[src/rtl/stopwatch_pkg.sv]
// Shared definitions for the mm:ss BCD stopwatch.
//   state_t          - control FSM states (IDLE / RUN / PAUSE)
//   bcd_t            - one 4-bit BCD digit
//   DIGIT_MAX_UNITS  - highest value of a units digit (9)
//   DIGIT_MAX_TENS   - highest value of a tens digit (5)
package stopwatch_pkg;

  typedef enum logic [1:0] {
    IDLE  = 2'd0,
    RUN   = 2'd1,
    PAUSE = 2'd2
  } state_t;

  typedef logic [3:0] bcd_t;

  localparam bcd_t DIGIT_MAX_UNITS = 4'd9;
  localparam bcd_t DIGIT_MAX_TENS  = 4'd5;

endpackage

[src/rtl/bcd_digit.sv]
// One BCD digit of the stopwatch count chain.
// Ports:
//   clk_in - system clock
//   rst    - synchronous active-high reset, digit -> 0
//   clr    - synchronous clear, digit -> 0
//   inc    - advance the digit by one this cycle
//   q      - registered digit value, 0..MAX
//   carry  - combinational: inc while the digit sits at MAX (it rolls to 0)
module bcd_digit
  import stopwatch_pkg::*;
#(
  parameter bcd_t MAX = DIGIT_MAX_UNITS
) (
  input  logic       clk_in,
  input  logic       rst,
  input  logic       clr,
  input  logic       inc,
  output logic [3:0] q,
  output logic       carry
);

  bcd_t r_q;

  // Anything at or above MAX rolls to 0, so the digit can never sit
  // outside its BCD range even if it somehow got there.
  always_ff @(posedge clk_in) begin
    if (rst || clr) begin
      r_q <= '0;
    end else if (inc) begin
      if (r_q >= MAX) r_q <= '0;
      else            r_q <= r_q + 4'd1;
    end
  end

  assign q     = r_q;
  assign carry = inc & (r_q == MAX);

endmodule

[src/rtl/bcd_stopwatch.sv]
// Minute/second stopwatch fed by the lab clock divider.
// The divided square wave is edge-detected into a one-cycle enable, divided
// by TICKS_PER_SEC in a prescaler, and the resulting one-second step advances
// a four-digit BCD mm:ss chain under a start/pause/clear FSM.
// Ports:
//   clk_in     - system clock (only clock)
//   rst        - synchronous active-high reset
//   tick_in    - divider output level; only rising edges count
//   start_stop - one-cycle pulse, toggles run/pause (IDLE starts running)
//   clear      - one-cycle pulse, returns to IDLE at 00:00
//   sec_lo, sec_hi, min_lo, min_hi - registered BCD digits
//   running    - high while in RUN
//   wrap       - one-cycle pulse when the count rolls 59:59 -> 00:00
//   dbg_state  - current FSM state, for observation only
// Event priority: rst > clear > start_stop > step.
module bcd_stopwatch
  import stopwatch_pkg::*;
#(
  parameter int TICKS_PER_SEC = 1
) (
  input  logic       clk_in,
  input  logic       rst,
  input  logic       tick_in,
  input  logic       start_stop,
  input  logic       clear,
  output logic [3:0] sec_lo,
  output logic [3:0] sec_hi,
  output logic [3:0] min_lo,
  output logic [3:0] min_hi,
  output logic       running,
  output logic       wrap,
  output logic [1:0] dbg_state
);

  localparam logic [9:0] PRE_LAST = 10'(TICKS_PER_SEC - 1);

  state_t     r_state;
  state_t     w_state_next;
  logic       r_tick_q;
  logic [9:0] r_pre;
  logic       r_wrap;

  logic       w_edge;
  logic       w_in_run;
  logic       w_pre_done;
  logic       w_step;
  logic       w_c_sec_lo;
  logic       w_c_sec_hi;
  logic       w_c_min_lo;
  logic       w_c_min_hi;

  // ---------------------------------------------------------------------
  // Edge detector. tick_q comes out of reset high so a divider output that
  // is already high when reset releases is not mistaken for a new edge.
  // ---------------------------------------------------------------------
  always_ff @(posedge clk_in) begin
    if (rst) r_tick_q <= 1'b1;
    else     r_tick_q <= tick_in;
  end

  assign w_edge   = tick_in & ~r_tick_q;
  assign w_in_run = (r_state == RUN);

  // ---------------------------------------------------------------------
  // Prescaler: counts edges only while running and holds across a pause,
  // so a resumed count continues the partial second.
  // ---------------------------------------------------------------------
  always_ff @(posedge clk_in) begin
    if (rst || clear) begin
      r_pre <= '0;
    end else if (w_in_run && w_edge) begin
      if (r_pre >= PRE_LAST) r_pre <= '0;
      else                   r_pre <= r_pre + 10'd1;
    end
  end

  assign w_pre_done = w_in_run & w_edge & (r_pre >= PRE_LAST);

  // A start_stop or clear in the same cycle wins over the step; the
  // completed second is dropped rather than shown after the pause.
  assign w_step = w_pre_done & ~start_stop & ~clear;

  // ---------------------------------------------------------------------
  // Control FSM: state register / next-state / outputs.
  // ---------------------------------------------------------------------
  always_ff @(posedge clk_in) begin
    if (rst) r_state <= IDLE;
    else     r_state <= w_state_next;
  end

  always_comb begin
    w_state_next = r_state;
    if (clear) begin
      w_state_next = IDLE;
    end else if (start_stop) begin
      case (r_state)
        IDLE:    w_state_next = RUN;
        RUN:     w_state_next = PAUSE;
        PAUSE:   w_state_next = RUN;
        default: w_state_next = IDLE;
      endcase
    end
  end

  // Both outputs are pure decodes of the state register, so they carry no
  // combinational path from any input.
  always_comb begin
    running   = (r_state == RUN);
    dbg_state = r_state;
  end

  // ---------------------------------------------------------------------
  // Digit chain. The carry ripples through all four digits in one cycle.
  // ---------------------------------------------------------------------
  bcd_digit #(.MAX(DIGIT_MAX_UNITS)) u_sec_lo (
    .clk_in (clk_in),
    .rst    (rst),
    .clr    (clear),
    .inc    (w_step),
    .q      (sec_lo),
    .carry  (w_c_sec_lo)
  );

  bcd_digit #(.MAX(DIGIT_MAX_TENS)) u_sec_hi (
    .clk_in (clk_in),
    .rst    (rst),
    .clr    (clear),
    .inc    (w_c_sec_lo),
    .q      (sec_hi),
    .carry  (w_c_sec_hi)
  );

  bcd_digit #(.MAX(DIGIT_MAX_UNITS)) u_min_lo (
    .clk_in (clk_in),
    .rst    (rst),
    .clr    (clear),
    .inc    (w_c_sec_hi),
    .q      (min_lo),
    .carry  (w_c_min_lo)
  );

  bcd_digit #(.MAX(DIGIT_MAX_TENS)) u_min_hi (
    .clk_in (clk_in),
    .rst    (rst),
    .clr    (clear),
    .inc    (w_c_min_lo),
    .q      (min_hi),
    .carry  (w_c_min_hi)
  );

  // The top-digit carry is exactly the step taken at 59:59, so registering
  // it lines the pulse up with the cycle the digits first read 00:00.
  always_ff @(posedge clk_in) begin
    if (rst || clear) r_wrap <= 1'b0;
    else              r_wrap <= w_c_min_hi;
  end

  assign wrap = r_wrap;

endmodule
[config.mk]
export PLATFORM = sky130hd
export DESIGN_NAME = bcd_stopwatch
export DESIGN_NICKNAME = d
export VERILOG_FILES = /design/src/rtl/stopwatch_pkg.sv /design/src/rtl/bcd_digit.sv /design/src/rtl/bcd_stopwatch.sv
export SDC_FILE = /design/constraint.sdc
export NUM_CORES = 1
export LEC_CHECK = 0
export ABC_AREA = 1
export BUFFER_PORTS_ARGS = -buffer_cell sky130_fd_sc_hd__buf_4
export CORE_AREA = 10 10 65 78
export DETAILED_ROUTE_END_ITERATION = 8
export DIE_AREA = 0 0 75 88
export HOLD_SLACK_MARGIN = 0.08
export SLEW_MARGIN = 40
export SYNTH_ARGS = -nofsm -noshare
export SYNTH_HDL_FRONTEND = slang
export SYNTH_SLANG_ARGS = --single-unit
[constraint.sdc]
create_clock -name clk_in -period 1.4 [get_ports clk_in]
set_input_delay 0.14 -clock clk_in [delete_from_list [all_inputs] [get_ports clk_in]]
set_output_delay 0.14 -clock clk_in [all_outputs]
set_load 0.01 [all_outputs]
==> flow_metrics.tcl <==
set metrics [dict create \
    num-fill-cells 357 \
    cts_buffers 3 \
    arrival_ns 1.53 \
    die_area_um2 6600 \
    net-switching-power_mw 0.2249 \
    antenna_found_initial 0 \
    fin_crit_sh_pct 95.41 \
    diodes 0 \
    critPathLaunch "u_sec_lo.q[1]$_SDFFE_PP0N_" \
    die_x_um 75 \
    ios 25 \
    seq_area_um2 409.1 \
    dieHeight_um 88 \
    utilization_pct 45.17 \
    slew_headroom_pct 82.48 \
    fmaxAchievable_ghz 0.7486 \
    placeableCoreArea_um2 3573 \
    r2r_cells 8 \
    clockRootBuffer "clkbuf_8" \
    path_class "reg -> reg" \
    tightest_slew_ns 0.2625 \
    rsz0062_at_grt "true" \
    cap_violations 0 \
    dpl.cell_count 222 \
    drtPass1Iterations 4 \
    track_usage_pct 8.428 \
    drv_slew 0 \
    grt_max_degree 11 \
    fin_nets 211 \
    final_cells 231 \
    ys_warn_count 0 \
    drtAntennaViolNets 0 \
    drive_gt1_share_pct 36.98 \
    met1_length_um 1129 \
    drc_errors 0 \
    dr_wl_met2_um 1315 \
    drt-total-wl_um 2659 \
    grt-ovfl-total 0 \
    multi_input_area_um2 723.2 \
    status "complete, no violations" \
    final-setup-viol-count 0 \
    clkTransAtPathRegs_ns 0.08 \
    cts_tree "yes" \
    p_seq_share_pct 56.5 \
    insertion_delay_ns 0.26 \
    end_kind "flip-flop" \
    start_util_pct 32.04 \
    dr.first_iter.drc_count 30 \
    fin_skew_ns 0.005245 \
    wl_per_cell_um 11.51 \
    worst_slack_ns 0.06420 \
    hpwl_um 2007 \
    worst_hold_startpoint "tick_in" \
    reg2reg_from "u_sec_lo.q[1]$_SDFFE_PP0N_" \
    cellLeakagePower_nw 0.7192 \
    gp_congestion 0.7697 \
    p_per_area_nw_per_um2 628.7 \
    min_path_cells 2 \
    vias 1047 \
    post-route-min-period_ns 1.336 \
    internal_power_mw 0.7899 \
    clockBufferDepth 2 \
    start_kind "flip-flop" \
    tns_ns 0 \
    seq_area_frac_synth_pct 34.97 \
    synth.distinct_cells 24 \
    synthCells 151 \
    power_frac_comb_pct 5.8 \
    clock_sinks 20 \
    viasPerCell 4.532 \
    switching_share_pct 22.16 \
    io_buffers 24 \
    pre_cts_ws_ns 0.01378 \
    syn_to_final_growth_pct 40.98 \
    pwr-share-clk_pct 37.7 \
    grt_pass1_vias 1045 \
    synthesis.area_um2 1145 \
    routed-wl-met3_um 130 \
    critPathMaxFanout 7 \
    htree_levels 1 \
    cp_data_required_time_ns 1.60 \
    row_count 24 \
    finalHoldViolations 0 \
    synthesis.nets 168 \
    top_layer "met4" \
    ys_seq_elements 20 \
    vdd_drop_max_mv 0.3459 \
    avgSynthCellArea_um2 7.582 \
    worst_hold_path_type "in -> reg" \
    holdWs_ns 0.09071 \
    grt_pass1_wl_um 4471 \
]
## power by group through the flow
| stage | clock [mW] | sequential, mW | combinational (mW) |
|---|---|---|---|
| after global routing | 0.416 | 0.574 | 0.0659 |
| after floorplan | 0 | 0.589 | 0.0272 |
| after global placement | 0 | 0.589 | 0.0533 |
| after CTS | 0.395 | 0.575 | 0.0578 |
| final | 0.382 | 0.574 | 0.0589 |
| after detailed placement | 0 | 0.589 | 0.0533 |
## critical path, stage by stage, from the launching register on
cell and delay [ns]:
dfxtp_4 0.36, inv_4 0.06, ha_4 0.12, nand3_2 0.07, inv_2 0.10, nand3_4 0.13
nor2_8 0.17, nand3_2 0.12, a21oi_2 0.13
## final timing paths
kind | endpoint | slack [ns]
setup / recovery | u_min_hi.q[1]$_SDFFE_PP0P_ | 0.06
hold / removal | r_tick_q$_SDFF_PP1_ | 0.09
setup reg to reg | u_min_hi.q[1]$_SDFFE_PP0P_ | 0.06
hold reg to reg | u_min_hi.q[1]$_SDFFE_PP0P_ | 0.49
## cells in the final DEF (no fill, tap or decap), types with 3 or more instances in the layout
| master | synthesis | routed |
|---|---|---|
| ha_1 | 12 | 11 |
| a21oi_1 | 13 | 10 |
| nand2_1 | 27 | 27 |
| a21oi_2 | 0 | 3 |
| dfxtp_1 | 20 | 15 |
| nand3_1 | 7 | 4 |
| nor2_1 | 22 | 21 |
| inv_2 | 4 | 5 |
| clkbuf_8 | 0 | 3 |
| dfxtp_2 | 0 | 4 |
| inv_1 | 19 | 17 |
| nor3_1 | 5 | 5 |
| nand3_2 | 2 | 4 |
| buf_4 | 0 | 35 |
## cells in the mapped netlist
library cell,n,area [um^2]
nand2_1,27,101.4
nor2_1,22,82.58
dfxtp_1,20,400.4
inv_1,19,71.32
a21oi_1,13,65.06
ha_1,12,150.1
nand3_1,7,35.03
nor3_1,5,25.02
inv_2,4,15.01
o21ai_0,3,15.01
o21ai_2,3,26.28
nand3_2,2,20.02
nor2_4,2,22.52
or2_2,2,12.51
a211oi_1,1,7.510
a41oi_1,1,8.760
nand2_2,1,6.260
nand3_4,1,17.52
nand4_2,1,12.51
nor2_8,1,20.02
o21ai_1,1,5.000
o21bai_1,1,7.510
xnor2_1,1,8.760
xor2_1,1,8.760
## metrics by stage
stage | area [um^2] | power (mW)
detailed placement | 1434 | 0.6421
global placement | 1434 | 0.6422
global route | 1614 | 1.056
CTS | 1495 | 1.028
finish | 1614 | 1.015
floorplan | 1145 | 0.6167
## per-layer routing
layer | vias to the layer above | track usage [%]
met5 | - | 0
met4 | 0 | 3.621
met3 | 9 | 2.265
met2 | 22 | 14.69
met1 | 455 | 9.256
li1 | 561 | -
## registers in the layout, summed over array words and instances (netlist names)
signal and cells:
u_sec_hi.q 4, r_tick_q 1, dbg_state 2, wrap 1
u_min_lo.q 4, u_min_hi.q 4, u_sec_lo.q 4
## area by class of cell
cell class	count	share of cell area [%]
Tap cell	39	3.023
Sequential cell	20	25.35
Clock buffer	3	2.558
Inverter	23	5.504
Timing Repair Buffer	38	18.76
Multi-Input combinational cell	108	44.81
## logic make-up (layout without fill, tap and decap cells)
logic type                 Yosys count  in the layout  synth area share (%)
DFF                                 20             20                 34.97
buffers and inverters               23             64                 7.541
xor gates and xnor gates             2              2                 1.530
and+or+nand+nor                     71             71                 31.04
adders and majority gates           12             12                 13.11
AOI/OAI and AO/OA                   23             23                 11.80
## timing repair
action                     4_1_cts  5_1_grt
buffers inserted                 0        4
resized for setup                1       21
hold endpoints to repair         2        0
hold buffers                     2        0
setup endpoints to repair        2       12
pin swaps                        2        8
No activity file was read; power rests on OpenSTA's default activity.
